--- src/rtl/aes_pkg.sv ---
// Shared AES definitions for the AddRoundKey stage and its key store.
package aes_pkg;

  localparam int AES_NR  = 10;
  localparam int STATE_W = 128;

  typedef enum logic {
    IDLE,
    RUN
  } aes_state_t;

  typedef logic [3:0] rk_idx_t;

endpackage

--- src/rtl/aes_rk_store.sv ---
// Round-key register file: NR+1 keys, one valid bit each, asynchronous read.
// Reads see the stored value before any write in the same cycle.
module aes_rk_store
  import aes_pkg::*;
#(
  parameter int NR = AES_NR
) (
  input  logic               clk,
  input  logic               rst_n,
  input  logic               key_we,
  input  rk_idx_t            key_addr,
  input  logic [STATE_W-1:0] key_wdata,
  input  logic               key_clear,
  input  rk_idx_t            rd_idx,
  output logic [STATE_W-1:0] rd_key,
  output logic               key_ready
);

  localparam rk_idx_t NR_IDX = rk_idx_t'(NR);

  logic [STATE_W-1:0] key_q [NR+1];
  logic [NR:0]        valid_q;
  logic               wr_en;

  // key_clear overrides a simultaneous write; out-of-range addresses are ignored
  assign wr_en = key_we && !key_clear && (key_addr <= NR_IDX);

  // key data needs no reset: the valid bits alone decide usability
  always_ff @(posedge clk) begin
    if (wr_en) key_q[key_addr] <= key_wdata;
  end

  // valid bits: cleared by reset or key_clear, set per write
  always_ff @(posedge clk or negedge rst_n) begin
    if (!rst_n) begin
      valid_q <= '0;
    end else if (key_clear) begin
      valid_q <= '0;
    end else if (wr_en) begin
      valid_q[key_addr] <= 1'b1;
    end
  end

  assign key_ready = &valid_q;

  // asynchronous read port, zero for indices beyond the store
  always_comb begin
    rd_key = '0;
    if (rd_idx <= NR_IDX) rd_key = key_q[rd_idx];
  end

endmodule

--- src/rtl/aes_add_round_key.sv ---
// Registered AES-128 AddRoundKey stage with round counter and key store.
//
// state | meaning
// ------+-----------------------------------------------------------
// IDLE  | waiting for an in_first beat; rnd = 0
// RUN   | inside a block; rnd = round index of the next beat (1..NR)
module aes_add_round_key
  import aes_pkg::*;
#(
  parameter int NR = AES_NR
) (
  input  logic               clk,
  input  logic               rst_n,
  input  logic               key_we,
  input  logic [3:0]         key_addr,
  input  logic [STATE_W-1:0] key_wdata,
  input  logic               key_clear,
  output logic               key_ready,
  input  logic               in_valid,
  output logic               in_ready,
  input  logic [STATE_W-1:0] in_state,
  input  logic               in_first,
  output logic               out_valid,
  input  logic               out_ready,
  output logic [STATE_W-1:0] out_state,
  output logic [3:0]         out_round,
  output logic               out_final,
  output logic               err
);

  localparam rk_idx_t NR_IDX = rk_idx_t'(NR);

  aes_state_t         state;
  rk_idx_t            rnd;
  rk_idx_t            rd_idx;
  logic [STATE_W-1:0] rd_key;
  logic               accept;
  logic               produce;

  aes_rk_store #(.NR(NR)) u_rk_store (
    .clk       (clk),
    .rst_n     (rst_n),
    .key_we    (key_we),
    .key_addr  (key_addr),
    .key_wdata (key_wdata),
    .key_clear (key_clear),
    .rd_idx    (rd_idx),
    .rd_key    (rd_key),
    .key_ready (key_ready)
  );

  // a first beat in IDLE stalls until every key is present; key_clear blocks all beats
  assign in_ready = (!out_valid || out_ready)
                  && !(state == IDLE && !key_ready && in_first)
                  && !key_clear;
  assign accept   = in_valid && in_ready;

  // a first beat always restarts at round 0, otherwise the running round is used
  assign rd_idx  = (state == RUN && !in_first) ? rnd : '0;
  // a non-first beat in IDLE is consumed but produces nothing
  assign produce = accept && (in_first || state == RUN);

  // round FSM, output register and error pulse
  always_ff @(posedge clk or negedge rst_n) begin
    if (!rst_n) begin
      state     <= IDLE;
      rnd       <= '0;
      out_valid <= 1'b0;
      out_state <= '0;
      out_round <= '0;
      out_final <= 1'b0;
      err       <= 1'b0;
    end else begin
      err <= accept && (in_first ? (state == RUN) : (state == IDLE));

      if (produce) begin
        out_valid <= 1'b1;
        out_state <= in_state ^ rd_key;
        out_round <= rd_idx;
        out_final <= (rd_idx == NR_IDX);
      end else if (out_ready) begin
        out_valid <= 1'b0;
      end

      if (key_clear) begin
        state <= IDLE;
        rnd   <= '0;
      end else if (accept) begin
        if (in_first) begin
          state <= RUN;
          rnd   <= rk_idx_t'(1);
        end else if (state == RUN) begin
          if (rnd == NR_IDX) begin
            state <= IDLE;
            rnd   <= '0;
          end else begin
            rnd <= rnd + rk_idx_t'(1);
          end
        end
      end
    end
  end

endmodule

--- config.mk ---
export PLATFORM = sky130hd
export DESIGN_NAME = aes_add_round_key
export DESIGN_NICKNAME = d
export VERILOG_FILES = /design/src/rtl/aes_pkg.sv /design/src/rtl/aes_rk_store.sv /design/src/rtl/aes_add_round_key.sv
export SDC_FILE = /design/constraint.sdc
export NUM_CORES = 2
export LEC_CHECK = 0
export ABC_AREA = 0
export ABC_CLOCK_PERIOD_IN_PS = 3100
export BUFFER_PORTS_ARGS = -buffer_cell sky130_fd_sc_hd__buf_2
export CAP_MARGIN = 10
export CORE_MARGIN = 3
export CORE_UTILIZATION = 56
export CTS_CLUSTER_SIZE = 14
export DETAILED_ROUTE_END_ITERATION = 16
export GPL_ROUTABILITY_DRIVEN = 0
export PLACE_DENSITY_LB_ADDON = 0.3
export SETUP_SLACK_MARGIN = 0.15
export SLEW_MARGIN = 20
export SYNTH_ARGS = -nofsm -noshare
export SYNTH_HDL_FRONTEND = slang
export SYNTH_SLANG_ARGS = --single-unit
--- constraint.sdc ---
create_clock -name clk -period 3.1 [get_ports clk]
set_clock_uncertainty 0.2 [all_clocks]
set_input_delay 0.62 -clock clk [delete_from_list [all_inputs] [get_ports clk]]
set_output_delay 0.62 -clock clk [all_outputs]
set_load 0.05 [all_outputs]
# Yosys cells after proc, flatten, opt, wreduce, memory -nomap -nowiden
# Memories as Yosys holds them, arrays and structs flattened.
# Cells that the tools add are included.
# totals
regBits	151
out_inout_bits	137
ram_bits	1408
wordCells	64
memories	1
# memory_table
memory	words	width	rd	rd_clocked_by_memory_dff	wr	line_no	rtl
u_rk_store.key_q	11	128	1	0	1	aes_rk_store.sv:21	logic [STATE_W-1:0] key_q [NR+1];
# op_classes
bitwise	3
muxes	21
eq_ne	2
order_cmp	4
reduce_logical	24
addsub	1
# ops
operator	count
128-bit 2-to-1 mux	1
128-bit XOR	1
4-bit 2-to-1 mux	6
11-bit 2-to-1 mux	2
1-bit logical AND	11
1-bit 2-to-1 mux	11
11-bit OR	1
11-bit AND reduction	1
4-bit == test (second input constant)	2
4-bit less-or-equal comparator (second input constant)	2
2-bit nonzero test	3
1-bit zero test	5
4-bit by 5-bit < comparator with 1-bit output (second input constant)	1
4-bit by 1-bit adder with 4-bit output (second input constant)	1
1-bit demux with 4-bit select	1
4-bit by 1-bit >= comparator with 1-bit output (second input constant)	1
3-bit nonzero test	1
1-bit logical OR	2
2-bit AND reduction	1
1-bit inverter	1

# Logic depth before layout (Yosys ltp)
# logic_depth
ltp_word	10
ltp_mapped	11

# Cells and area by module
# From an unflattened synthesis, not the netlist that was laid out.
# hier_totals
cells_unflattened	3135
area_unflattened_um2	62696.4
# modules_own_cells
mod	area_per_inst_um2	cells_each	n_inst
aes_rk_store	56135.1	2673	1
aes_add_round_key	6561.3	462	1

# Worst setup path before layout
# No wires, ideal clock.
# synth_path
kind	input to register
start	input port key_clear
end	memory u_rk_store.key_q[8][0] (enable)
setup_slack_ns	-7.807
setup_ns	0.776
t_arrival_ns	9.931
t_required_ns	2.124
stages	3
path_buffers	0
cell_sequence	nand2b_1 -> or3b_2 -> nor3_1
# synth_via
elab_chain_len	5
# synth_rtl
element	line_no	rtl
start: declaration	aes_add_round_key.sv:17	input logic key_clear,
1-bit zero test	aes_rk_store.sv:26	assign wr_en = key_we && !key_clear && (key_addr <= NR_IDX);
1-bit logical AND (2 in series)	aes_rk_store.sv:26	
1-bit 2-to-1 mux	aes_rk_store.sv:30	if (wr_en) key_q[key_addr] <= key_wdata;
1-bit 2-to-1 mux (implied by the code)	aes_rk_store.sv:30	
end: declaration	aes_rk_store.sv:21	
# Every way passes these cells.

# Worst setup path in the final report
# layout_path
start	register u_rk_store.valid_q[3]
end	output port in_ready
# layout_via
elab_chain_len	7
# layout_rtl
element	line_no	rtl
start: declaration	aes_rk_store.sv:22	logic [NR:0] valid_q;
start signal: assignment	aes_rk_store.sv:36	valid_q <= '0;
start signal: assignment	aes_rk_store.sv:38	valid_q <= '0;
start signal: indexed assignment	aes_rk_store.sv:40	valid_q[key_addr] <= 1'b1;
11-bit AND reduction	aes_rk_store.sv:44	assign key_ready = &valid_q;
1-bit zero test	aes_add_round_key.sv:54	&& !(state == IDLE && !key_ready && in_first)
1-bit logical AND (2 in series)	aes_add_round_key.sv:54	
1-bit zero test	aes_add_round_key.sv:54	
1-bit logical AND	aes_add_round_key.sv:54	
1-bit logical AND	aes_add_round_key.sv:55	&& !key_clear;
end: declaration	aes_add_round_key.sv:20	output logic in_ready,
# Every way passes these cells.

==> metrics <==
crit share post-route=92.7%; Post-Syn Area=63400 um2; DRT iter0 DRCs=4337; die width=342 um; CTS tree=yes; crit-path leading delay family=compound AO/OA/AOI/OAI gates; ratio of cells with drive above 1 in the final layout=21.9%; Port Buf Inserts=403; outcome=complete, no violations; count of pins over their slew limit=0; Leak=26.6 nW; Rel. slew slack=48.2%; mean post-synth cell area=15.3 um2; min setup slack post-route=0.226 ns; global-route wire length before repair=261 mm; antenna violations before repair=9; CP required=2.28 ns; Fmax=0.348 GHz; RSZ-0062 raised after global routing=no; Root Driver=clkbuf_16; Synth cell types=46; Hold Crit Class=in -> reg; Clock Path Buffers=3; setup violators final=0; top library cells by usage in the layout, fill and taps aside=1408 x edfxtp_1, 401 x buf_2, 261 x nand3_1; DRC Markers=0; htree depth=4; I/O Pins=404; Fillers=7332; Tmin final=2.87 ns; die area=117000 um2; total routed wirelength=174 mm; max incr delay on CP=0.44 ns; largest net degree at the start of global routing=127; Clock Pin Slew Worst Setup and Hold Paths=0.06 ns; Setup CP Type=reg -> out; Die Y=342 um; Worst path slowest cell=o311a_4; Cell Chain, Critical Path=nand4_1 > o311a_4 > nor2_2 > buf_6; asr flop ratio synth=9.69%; Final Hold Vio Count=0; core footprint=112000 um2; Fin Hold WS=0.0643 ns; commonest non-fill, non-tap cell in the layout=edfxtp_1; Detailed Place HPWL=98.8 mm; DP Worst Slack=0.104 ns; register-to-register setup slack=0.34 ns; post-route ant nets=0; sequential area share after synthesis=72.6%; Inserted Clock Buffers=159; Layout Nets=5136; Syn Nets=4427; Core Rows=122; drt first pass iters=5; Mapped Cells=4156; Max Cap Viol=0; clk_lat worst skew=0.75 ns; initial core utilization=56.8%; via count=41.7k; PwrDens=603 nW/um2; Startpoint Class=register; synthesis-to-layout area growth=21.1%; data arrival time of the worst path=2.05 ns; crit-path max FO=3; Yosys reg bits=1559; gr ovfl total=0; Yosys warnings=0; All-Layer GR Usage=29.6%; endpoint class of the critical path=primary output; number of flops mapped to enable cells by yosys=1408; main flop type after synthesis=edfxtp_1; worst slew pin tran=0.776 ns; TritonCTS Sinks=1559; DR vias/cell=6.42; WL/cell=26.9 um; peak supply drop=0.513 mV; number of global-route vias before repair=41.9k; Buf/Inv on CP=1
## per-layer routing
layer | GRT usage, % | wire, um
met4 | 11.9 | 6570
met2 | 49.2 | 86600
met3 | 4.59 | 14100
met5 | 0 | 55
met1 | 39.2 | 67100
## state kept, by name (all words and copies together) (netlist names), 4 cells and up
register            cells
u_rk_store.key_q     1408
out_round               4
u_rk_store.valid_q     11
out_state             128
rnd                     4
## metrics by stage
step	setup TNS, ns	util (%)	total power (W)	instances	instance area (um2)
4_1_cts	0	68.8	0.0465	6482	76700
6_report	0	68.8	0.0463	6490	76800
3_3_place_gp	0	62.0	0.0279	5935	69100
5_1_grt	0	68.8	0.0476	6486	76800
3_5_place_dp	0	62.0	0.0280	5935	69100
2_1_floorplan	-1245.12	-	0.0265	4156	63500
## final cells by class
cell class	count	area (um2)	share of cell area, %
Antenna cell	7	17.5	0.0228
Multi-Input combinational cell	2276	16200	21.1
Clock buffer	223	4430	5.78
Tap cell	1488	1860	2.43
Timing Repair Buffer	863	7550	9.84
Inverter	6	22.5	0.0293
Sequential cell	1559	46100	60.0
Clock inverter	68	587	0.764
## power breakdown
part / internal [W] / switching, W
Clock: 0.0107 / 0.00772
Combinational: 0.00109 / 0.00280
Sequential: 0.0235 / 0.000425
## worst min-delay path, stage by stage
cell	delay (ns)
buf_2	0.12
buf_4	0.18
nor2_1	0.05
## worst paths after layout
kind                                            start                     to  cells after the start
worst min register to register          out_state[23]          out_state[23]                      2
max in group asynchronous                       rst_n          out_state[75]                      3
worst max register to register                 rnd[0]                 rnd[3]                      8
min in group asynchronous                       rst_n          out_state[14]                      2
worst max-delay path            u_rk_store.valid_q[3]               in_ready                      4
worst min-delay path                        key_clear  u_rk_store.valid_q[8]                      3
## repair_timing
item	in CTS	in global routing
endpoints found under the hold margin	1543	0
pin swaps	2	2
hold buffers	256	0
gates resized for setup	4	0
buffers inserted	0	1
setup endpoints to repair	1	1
## Yosys cell counts, types with 27 or more instances
master	instances	share of area (%)
nand4_1	82	0.81
a211o_1	158	2.2
nand2b_1	132	1.3
and2_1	159	1.6
or4_1	49	0.58
mux2i_1	147	2.3
buf_1	28	0.17
nor2_1	27	0.16
o2111ai_1	78	1.1
nand2_1	219	1.3
o22ai_1	79	0.78
nor2b_1	50	0.49
mux2_2	238	4.2
a2bb2oi_1	49	0.68
o21ai_0	54	0.43
clkbuf_1	212	1.3
a21oi_1	180	1.4
buf_2	69	0.54
o211ai_1	49	0.58
edfxtp_1	1408	67
dfrtp_1	151	6.0
nor3b_1	50	0.59
a31oi_1	49	0.48
nand3_1	262	2.1
o221ai_1	128	1.8
## cells by family (layout without fill, tap and decap cells)
family	after synthesis	in the layout	synth area share (%)
flip-flops	1559	1559	72.6
buffers and inverters	321	1160	2.10
multiplexers	385	385	6.55
AND/OR/NAND/NOR	1048	1048	9.06
AO/OA/AOI/OAI	839	839	9.58
adder cells (fa/ha/maj)	4	4	0.0789
other	0	7	0
No activity file was read; power rests on OpenSTA's default activity.
